**src/rtl/uart_pkg.sv**
```systemverilog
// Shared encodings, FSM state types and helpers for the uart_cfg peripheral.
package uart_pkg;

    localparam int PAR_NONE = 0;
    localparam int PAR_EVEN = 1;
    localparam int PAR_ODD  = 2;
    localparam int MIN_DIV  = 4;

    typedef enum logic [2:0] {
        TX_IDLE,
        TX_START,
        TX_DATA,
        TX_PARITY,
        TX_STOP
    } tx_state_t;

    typedef enum logic [2:0] {
        RX_IDLE,
        RX_START,
        RX_DATA,
        RX_PARITY,
        RX_STOP
    } rx_state_t;

    // Parity bit that makes XOR(data, bit) equal 0 (even) or 1 (odd).
    function automatic logic parity_bit(input int par, input logic data_xor);
        return (par == PAR_ODD) ? ~data_xor : data_xor;
    endfunction

endpackage

```
**src/rtl/uart_sync_fifo.sv**
```systemverilog
// Single-clock show-ahead FIFO; pointers carry an extra wrap bit for full/empty.
module uart_sync_fifo #(
    parameter int WIDTH = 8,
    parameter int DEPTH = 16
) (
    input  logic             clk,
    input  logic             rst,
    input  logic             i_wr,
    input  logic [WIDTH-1:0] i_wdata,
    input  logic             i_rd,
    output logic [WIDTH-1:0] o_rdata,
    output logic             o_full,
    output logic             o_empty
);

    localparam int AW = $clog2(DEPTH);

    logic [WIDTH-1:0] r_mem [DEPTH];
    logic [AW:0]      r_wr_ptr;
    logic [AW:0]      r_rd_ptr;
    logic             w_rd_ok;
    logic             w_wr_ok;

    assign o_empty = (r_wr_ptr == r_rd_ptr);
    assign o_full  = (r_wr_ptr[AW] != r_rd_ptr[AW]) &&
                     (r_wr_ptr[AW-1:0] == r_rd_ptr[AW-1:0]);

    // A pop frees a slot in the same cycle, so push+pop on a full FIFO both succeed.
    assign w_rd_ok = i_rd && !o_empty;
    assign w_wr_ok = i_wr && (!o_full || w_rd_ok);

    always_ff @(posedge clk) begin
        if (rst) begin
            r_wr_ptr <= '0;
            r_rd_ptr <= '0;
        end else begin
            if (w_wr_ok) r_wr_ptr <= r_wr_ptr + 1'b1;
            if (w_rd_ok) r_rd_ptr <= r_rd_ptr + 1'b1;
        end
    end

    always_ff @(posedge clk) begin
        if (w_wr_ok) r_mem[r_wr_ptr[AW-1:0]] <= i_wdata;
    end

    assign o_rdata = r_mem[r_rd_ptr[AW-1:0]];

endmodule

```
**src/rtl/uart_cfg.sv**
```systemverilog
// uart_cfg: UART with independent TX/RX engines and FIFOs, compile-time frame format.
// Defining UART_LOOPBACK_EN adds a loopback port routing TX back into RX.
module uart_cfg
    import uart_pkg::*;
#(
    parameter int DATA_BITS  = 8,
    parameter int PARITY     = 0,
    parameter int STOP_BITS  = 1,
    parameter int FIFO_DEPTH = 16,
    parameter int DIV_W      = 16
) (
    input  logic                 clk,
    input  logic                 rst,
`ifdef UART_LOOPBACK_EN
    input  logic                 loopback,
`endif
    input  logic [DIV_W-1:0]     baud_div,
    input  logic                 uart_rx,
    output logic                 uart_tx,
    input  logic                 tx_push,
    input  logic [DATA_BITS-1:0] tx_data,
    output logic                 tx_full,
    output logic                 tx_busy,
    output logic                 rx_valid,
    input  logic                 rx_pop,
    output logic [DATA_BITS-1:0] rx_data,
    output logic                 rx_perr,
    output logic                 rx_ferr,
    output logic                 rx_overrun,
    input  logic                 rx_ovr_clr
);

    localparam logic       HAS_PAR   = (PARITY != PAR_NONE);
    localparam logic [3:0] LAST_DATA = 4'(DATA_BITS - 1);
    localparam logic [3:0] LAST_STOP = 4'(STOP_BITS - 1);

    function automatic logic [DIV_W-1:0] clamp_div(input logic [DIV_W-1:0] d);
        return (d < DIV_W'(MIN_DIV)) ? DIV_W'(MIN_DIV) : d;
    endfunction

    // ---------------- TX engine ----------------
    tx_state_t            r_tx_state;
    tx_state_t            w_tx_nxt;
    logic [DIV_W-1:0]     r_tx_div;
    logic [DIV_W-1:0]     r_tx_cnt;
    logic [3:0]           r_tx_idx;
    logic [DATA_BITS-1:0] r_tx_shift;
    logic                 r_tx_par;
    logic                 r_tx_line;
    logic                 w_tx_tick;
    logic                 w_tx_pop;
    logic                 w_tx_ser;
    logic [DATA_BITS-1:0] w_txf_rdata;
    logic                 w_txf_full;
    logic                 w_txf_empty;

    uart_sync_fifo #(.WIDTH(DATA_BITS), .DEPTH(FIFO_DEPTH)) u_tx_fifo (
        .clk     (clk),
        .rst     (rst),
        .i_wr    (tx_push),
        .i_wdata (tx_data),
        .i_rd    (w_tx_pop),
        .o_rdata (w_txf_rdata),
        .o_full  (w_txf_full),
        .o_empty (w_txf_empty)
    );

    assign w_tx_tick = (r_tx_cnt == r_tx_div - DIV_W'(1));

    always_comb begin
        w_tx_nxt = r_tx_state;
        w_tx_pop = 1'b0;
        w_tx_ser = 1'b1;
        case (r_tx_state)
            TX_IDLE: begin
                if (!w_txf_empty) begin
                    w_tx_pop = 1'b1;
                    w_tx_nxt = TX_START;
                end
            end
            TX_START: begin
                w_tx_ser = 1'b0;
                if (w_tx_tick) w_tx_nxt = TX_DATA;
            end
            TX_DATA: begin
                w_tx_ser = r_tx_shift[0];
                if (w_tx_tick && r_tx_idx == LAST_DATA)
                    w_tx_nxt = HAS_PAR ? TX_PARITY : TX_STOP;
            end
            TX_PARITY: begin
                w_tx_ser = r_tx_par;
                if (w_tx_tick) w_tx_nxt = TX_STOP;
            end
            TX_STOP: begin
                // Chain straight into the next START so queued frames leave no idle gap.
                if (w_tx_tick && r_tx_idx == LAST_STOP) begin
                    if (!w_txf_empty) begin
                        w_tx_pop = 1'b1;
                        w_tx_nxt = TX_START;
                    end else begin
                        w_tx_nxt = TX_IDLE;
                    end
                end
            end
            default: w_tx_nxt = TX_IDLE;
        endcase
    end

    always_ff @(posedge clk) begin
        if (rst) r_tx_state <= TX_IDLE;
        else     r_tx_state <= w_tx_nxt;
    end

    always_ff @(posedge clk) begin
        if (rst) begin
            r_tx_cnt  <= '0;
            r_tx_idx  <= '0;
            r_tx_line <= 1'b1;
        end else begin
            r_tx_line <= w_tx_ser;
            if (r_tx_state == TX_IDLE || w_tx_pop || w_tx_nxt != r_tx_state) begin
                r_tx_cnt <= '0;
                r_tx_idx <= '0;
            end else if (w_tx_tick) begin
                r_tx_cnt <= '0;
                r_tx_idx <= r_tx_idx + 4'd1;
            end else begin
                r_tx_cnt <= r_tx_cnt + DIV_W'(1);
            end
        end
    end

    always_ff @(posedge clk) begin
        if (w_tx_pop) begin
            r_tx_shift <= w_txf_rdata;
            r_tx_par   <= parity_bit(PARITY, ^w_txf_rdata);
            r_tx_div   <= clamp_div(baud_div);
        end else if (r_tx_state == TX_DATA && w_tx_tick) begin
            r_tx_shift <= r_tx_shift >> 1;
        end
    end

    assign tx_full = w_txf_full;
    assign tx_busy = !w_txf_empty || (r_tx_state != TX_IDLE);

    // ---------------- RX engine ----------------
    logic                   w_rx_in;
    logic                   r_rx_s1;
    logic                   r_rx_s2;
    logic                   r_rx_prev;
    rx_state_t              r_rx_state;
    rx_state_t              w_rx_nxt;
    logic [DIV_W-1:0]       r_rx_div;
    logic [DIV_W-1:0]       r_rx_cnt;
    logic [3:0]             r_rx_idx;
    logic [DATA_BITS-1:0]   r_rx_shift;
    logic                   r_rx_pbit;
    logic                   r_rx_ovr;
    logic                   w_rx_tick;
    logic                   w_rx_half;
    logic                   w_rx_push;
    logic                   w_rx_perr;
    logic                   w_rx_drop;
    logic [DATA_BITS+1:0]   w_rx_wdata;
    logic [DATA_BITS+1:0]   w_rxf_rdata;
    logic                   w_rxf_full;
    logic                   w_rxf_empty;

`ifdef UART_LOOPBACK_EN
    assign w_rx_in = loopback ? r_tx_line : uart_rx;
    assign uart_tx = loopback ? 1'b1 : r_tx_line;
`else
    assign w_rx_in = uart_rx;
    assign uart_tx = r_tx_line;
`endif

    assign w_rx_tick = (r_rx_cnt == r_rx_div - DIV_W'(1));
    assign w_rx_half = (r_rx_cnt == (r_rx_div >> 1) - DIV_W'(1));

    always_comb begin
        w_rx_nxt  = r_rx_state;
        w_rx_push = 1'b0;
        case (r_rx_state)
            RX_IDLE: begin
                // Requires a seen-high line, so a low stop bit cannot retrigger.
                if (r_rx_prev && !r_rx_s2) w_rx_nxt = RX_START;
            end
            RX_START: begin
                if (w_rx_half) w_rx_nxt = r_rx_s2 ? RX_IDLE : RX_DATA;
            end
            RX_DATA: begin
                if (w_rx_tick && r_rx_idx == LAST_DATA)
                    w_rx_nxt = HAS_PAR ? RX_PARITY : RX_STOP;
            end
            RX_PARITY: begin
                if (w_rx_tick) w_rx_nxt = RX_STOP;
            end
            RX_STOP: begin
                if (w_rx_tick) begin
                    w_rx_push = 1'b1;
                    w_rx_nxt  = RX_IDLE;
                end
            end
            default: w_rx_nxt = RX_IDLE;
        endcase
    end

    always_ff @(posedge clk) begin
        if (rst) r_rx_state <= RX_IDLE;
        else     r_rx_state <= w_rx_nxt;
    end

    assign w_rx_perr  = HAS_PAR && (r_rx_pbit != parity_bit(PARITY, ^r_rx_shift));
    assign w_rx_wdata = {~r_rx_s2, w_rx_perr, r_rx_shift};
    assign w_rx_drop  = w_rx_push && w_rxf_full && !rx_pop;

    always_ff @(posedge clk) begin
        if (rst) begin
            r_rx_s1   <= 1'b1;
            r_rx_s2   <= 1'b1;
            r_rx_prev <= 1'b1;
            r_rx_cnt  <= '0;
            r_rx_idx  <= '0;
            r_rx_ovr  <= 1'b0;
        end else begin
            r_rx_s1   <= w_rx_in;
            r_rx_s2   <= r_rx_s1;
            r_rx_prev <= r_rx_s2;
            if (r_rx_state == RX_IDLE || w_rx_nxt != r_rx_state) begin
                r_rx_cnt <= '0;
                r_rx_idx <= '0;
            end else if (w_rx_tick) begin
                r_rx_cnt <= '0;
                r_rx_idx <= r_rx_idx + 4'd1;
            end else begin
                r_rx_cnt <= r_rx_cnt + DIV_W'(1);
            end
            if (w_rx_drop)       r_rx_ovr <= 1'b1;
            else if (rx_ovr_clr) r_rx_ovr <= 1'b0;
        end
    end

    always_ff @(posedge clk) begin
        if (r_rx_state == RX_IDLE && w_rx_nxt == RX_START)
            r_rx_div <= clamp_div(baud_div);
        if (r_rx_state == RX_DATA && w_rx_tick)
            r_rx_shift <= {r_rx_s2, r_rx_shift[DATA_BITS-1:1]};
        if (r_rx_state == RX_PARITY && w_rx_tick)
            r_rx_pbit <= r_rx_s2;
    end

    uart_sync_fifo #(.WIDTH(DATA_BITS + 2), .DEPTH(FIFO_DEPTH)) u_rx_fifo (
        .clk     (clk),
        .rst     (rst),
        .i_wr    (w_rx_push),
        .i_wdata (w_rx_wdata),
        .i_rd    (rx_pop),
        .o_rdata (w_rxf_rdata),
        .o_full  (w_rxf_full),
        .o_empty (w_rxf_empty)
    );

    // Head fields read as zero while empty so outputs are defined from reset.
    assign rx_valid   = !w_rxf_empty;
    assign rx_data    = rx_valid ? w_rxf_rdata[DATA_BITS-1:0] : '0;
    assign rx_perr    = rx_valid & w_rxf_rdata[DATA_BITS];
    assign rx_ferr    = rx_valid & w_rxf_rdata[DATA_BITS+1];
    assign rx_overrun = r_rx_ovr;

endmodule
```
**config.mk**
```make
export PLATFORM = sky130hd
export DESIGN_NAME = uart_cfg
export DESIGN_NICKNAME = d
export VERILOG_FILES = /design/src/rtl/uart_pkg.sv /design/src/rtl/uart_sync_fifo.sv /design/src/rtl/uart_cfg.sv
export SDC_FILE = /design/constraint.sdc
export NUM_CORES = 1
export LEC_CHECK = 0
export CORE_MARGIN = 1.5
export CORE_UTILIZATION = 57
export CTS_BUF_LIST = sky130_fd_sc_hd__clkbuf_8
export DETAILED_ROUTE_END_ITERATION = 6
export PLACE_DENSITY = 0.74
export SYNTH_ARGS = -nofsm -noshare
export SYNTH_HDL_FRONTEND = slang
export SYNTH_SLANG_ARGS = --single-unit
```
**constraint.sdc**
```tcl
create_clock -name clk -period 6.8 [get_ports clk]
set_input_delay 1.36 -clock clk [delete_from_list [all_inputs] [get_ports clk]]
set_output_delay 1.36 -clock clk [all_outputs]
set_load 0.02 [all_outputs]
```
==> impl_metrics.env <==
export IMPL_status="finished, final reports clean"
export IMPL_antenna_found_initial=0
export IMPL_synth_largest_area_cell="edfxtp_1"
export IMPL_clock_skew_ps=25.2
export IMPL_synthAdderAreaFrac_pct=1.30
export IMPL_cts_buffer_depth=3
export IMPL_netlist_instances=1157
export IMPL_synth_top_family_by_area="multiplexers"
export IMPL_die_x_um=177
export IMPL_crit_type="flop to output pin"
export IMPL_max_vdd_ir_drop_v=0.000176
export IMPL_grt_pass1_vias=9518
export IMPL_synth_edf_count=321
export IMPL_yosysSeqAreaShare_pct=64.7
export IMPL_clock_sinks=400
export IMPL_cp_arrival_ps=3340
export IMPL_maxSlewViolCount=0
export IMPL_rsz0062_at_grt="no"
export IMPL_netlist_area_sq_um=17400
export IMPL_hold_buffers=0
export IMPL_cts_made_buffers=60
export IMPL_ys_async_sr_fraction_pct=0
export IMPL_synth_xor_area_share_pct=6.09
export IMPL_synth_area_leaders="edfxtp_1, mux4_2, dfxtp_1"
export IMPL_pin_count=45
export IMPL_vias_per_cell=5.88
export IMPL_grt_usage_pct=22.2
export IMPL_grt_overflow_total=0
export IMPL_globalplace_congestion=0.834
export IMPL_path_clk_slew_ps=60
export IMPL_fp_dieArea_sq_um=31500
export IMPL_worst_pin_slew_ps=1260
export IMPL_synth_compound_area_share_pct=3.94
export IMPL_max_freq_mhz=213
export IMPL_fin_crit_sh_pct=69.0
export IMPL_vias=9643
export IMPL_timing_rr_start="r_rx_div[1]"
export IMPL_wirelength_mm=33.8
export IMPL_critPathRequiredTime_ps=5440
export IMPL_synth_cell_types=79
export IMPL_max_slew_margin_rel_pct=15.6
export IMPL_synth_top_area_share_pct=55.6
export IMPL_postCtsSetupBuffers=0
export IMPL_route_detailed_wl_per_inst_um=20.6
export IMPL_initial_utilization_pct=58.2
export IMPL_design_area_sq_um=19200
export IMPL_final_common_cell="edfxtp_1"
export IMPL_placed_cell_area_sq_um=18000
export IMPL_finalPower_uw=5560
export IMPL_num_nets_final=1249
export IMPL_synth_seq_cells=400
export IMPL_layout_setup_ws_ps=2100
export IMPL_min_to="r_rx_s2"
export IMPL_htree_levels=2
export IMPL_synthMuxAreaShare_pct=11.5
export IMPL_insertion_delay_ps=610
export IMPL_syn_to_final_growth_pct=10.8
export IMPL_fp_row_count=63
export IMPL_num_antenna_cells=0
export IMPL_drv_cap=0
export IMPL_worstHoldStart="r_rx_s1"
export IMPL_yosys_area_share_simple_pct=9.99
export IMPL_portBuffers=43
export IMPL_drive_above_1_share_pct=16.2
export IMPL_core_area_sq_um=29800
export IMPL_crit_path_start_kind="flop"
export IMPL_grt_pass1_wl_mm=53.2
export IMPL_drt_iter0_drc=713
export IMPL_crit_fanout=30
export IMPL_finalSetupViolations=0
export IMPL_period_needed_ps=4700
export IMPL_whs_ps=410
export IMPL_dp_hpwl_mm=21.7
export IMPL_ctsResizeCount=0
export IMPL_grt_max_degree=56
export IMPL_final_setup_tns_ps=0
export IMPL_p_per_area_nw_per_um2=289
export IMPL_ys_warn_count=0
export IMPL_synth_flop_cell="edfxtp_1"
export IMPL_hold_violations=0
export IMPL_power_leakage_uw=0.00620
export IMPL_cts_tree="yes"
export IMPL_dp_slack_ps=2230
export IMPL_r2r_cells=11
export IMPL_r2r_setup_slack_ps=2300
export IMPL_whs_path_depth=1
export IMPL_syn_area_per_cell_sq_um=15.0
export IMPL_fp_dieH_um=177
export IMPL_hp_class="flop to flop"
export IMPL_drt_first_pass_iters=6
export IMPL_reg2reg_to="u_rx_fifo.r_mem[2][3]"
export IMPL_root_buffer="clkbuf_8"
export IMPL_ant_nets=0
export IMPL_drcViolationCount=0
export IMPL_layout_common_cells="edfxtp_1, nor2_1, dfxtp_1, mux4_2"
export IMPL_end_kind="output pin"
export IMPL_synth_fp_nets=1205
==> state kept, by name, summed over array words and instances (netlist names), 3 cells and up, named ones only <==
| signal | count |
|---|---|
| r_rx_cnt | 16 |
| r_rx_div | 16 |
| r_rx_idx | 4 |
| r_rx_shift | 8 |
| r_rx_state | 3 |
| r_tx_cnt | 16 |
| r_tx_div | 16 |
| r_tx_idx | 4 |
| r_tx_shift | 8 |
| r_tx_state | 3 |
| u_rx_fifo.r_mem | 144 |
| u_rx_fifo.r_rd_ptr | 5 |
| u_rx_fifo.r_wr_ptr | 5 |
| u_tx_fifo.r_mem | 128 |
| u_tx_fifo.r_rd_ptr | 5 |
| u_tx_fifo.r_wr_ptr | 5 |
==> metrics by stage <==
step | util, % | std cells
after detailed placement | 60.5 | 1529
after global routing | 64.5 | 1640
after CTS | 64.5 | 1640
after floorplan | - | 1157
final | 64.5 | 1640
after global placement | 60.5 | 1529
==> worst max path at each step <==
stage,startpoint,endpoint,slack (ps),depth (start not counted)
final,flop,rx_data[0],2100,6
after global routing,r_rx_div[0],u_rx_fifo.r_mem[2][8],1830,11
after CTS,flop,rx_data[0],1980,6
after detailed placement,r_rx_div[0],u_rx_fifo.r_mem[2][6],2230,11
after global placement,r_rx_div[0],u_rx_fifo.r_mem[0][8],2450,11
after floorplan,flop,rx_data[6],2870,6
==> Yosys cell counts (15+ instances only) <==
cell and n:
nor3_1 19, xor2_1 48, nor2b_1 21, nand2_1 29
ha_1 18, clkbuf_1 46, a211oi_1 20, dfxtp_1 79
nor2_1 99, mux4_2 76, a21oi_1 22, and3_1 17
edfxtp_1 321, inv_1 24, nor4_1 27, mux2i_1 15
nand3_1 33, xnor2_1 70
==> per-layer routing <==
metal  share of wire, %  vias to the layer above  track usage [%]
met5                  0                        -                0
met4                2.6                        0             7.35
met3                4.4                       67             3.28
met2                 49                      238             36.4
met1                 44                     4839             30.8
li1                   -                     4499                -
==> critical path, cell delays in order, from the launching register on <==
cell	delay, ps
dfxtp_2	470
buf_4	560
mux4_2	570
nor2b_1	140
a211oi_1	320
a211oi_1	90
clkdlybuf4s50_1	580
==> cell type report <==
class,count,area [sq um]
sequential,400,11200
fill,2132,10600
multi-input combinational,659,5700
clock buffer,70,963
timing repair buffer,56,523
tap,390,488
clock inverter,41,234
inverter,24,90.1
==> cells by family after synthesis <==
logic type	after synthesis
xor+xnor	119
fa+ha+maj	18
buf+inv	98
simple gates	323
other cells	1
mux	103
compound gates	95
flops	400
==> report_power, final <==
| part | internal, uW | total [uW] | switching (uW) |
|---|---|---|---|
| Combinational | 380 | 796 | 416 |
| Clock | 1010 | 1910 | 901 |
| Sequential | 2770 | 2850 | 80.6 |
| Total | 4160 | 5560 | 1400 |
Note: power is estimated with default switching activity, not from simulation.
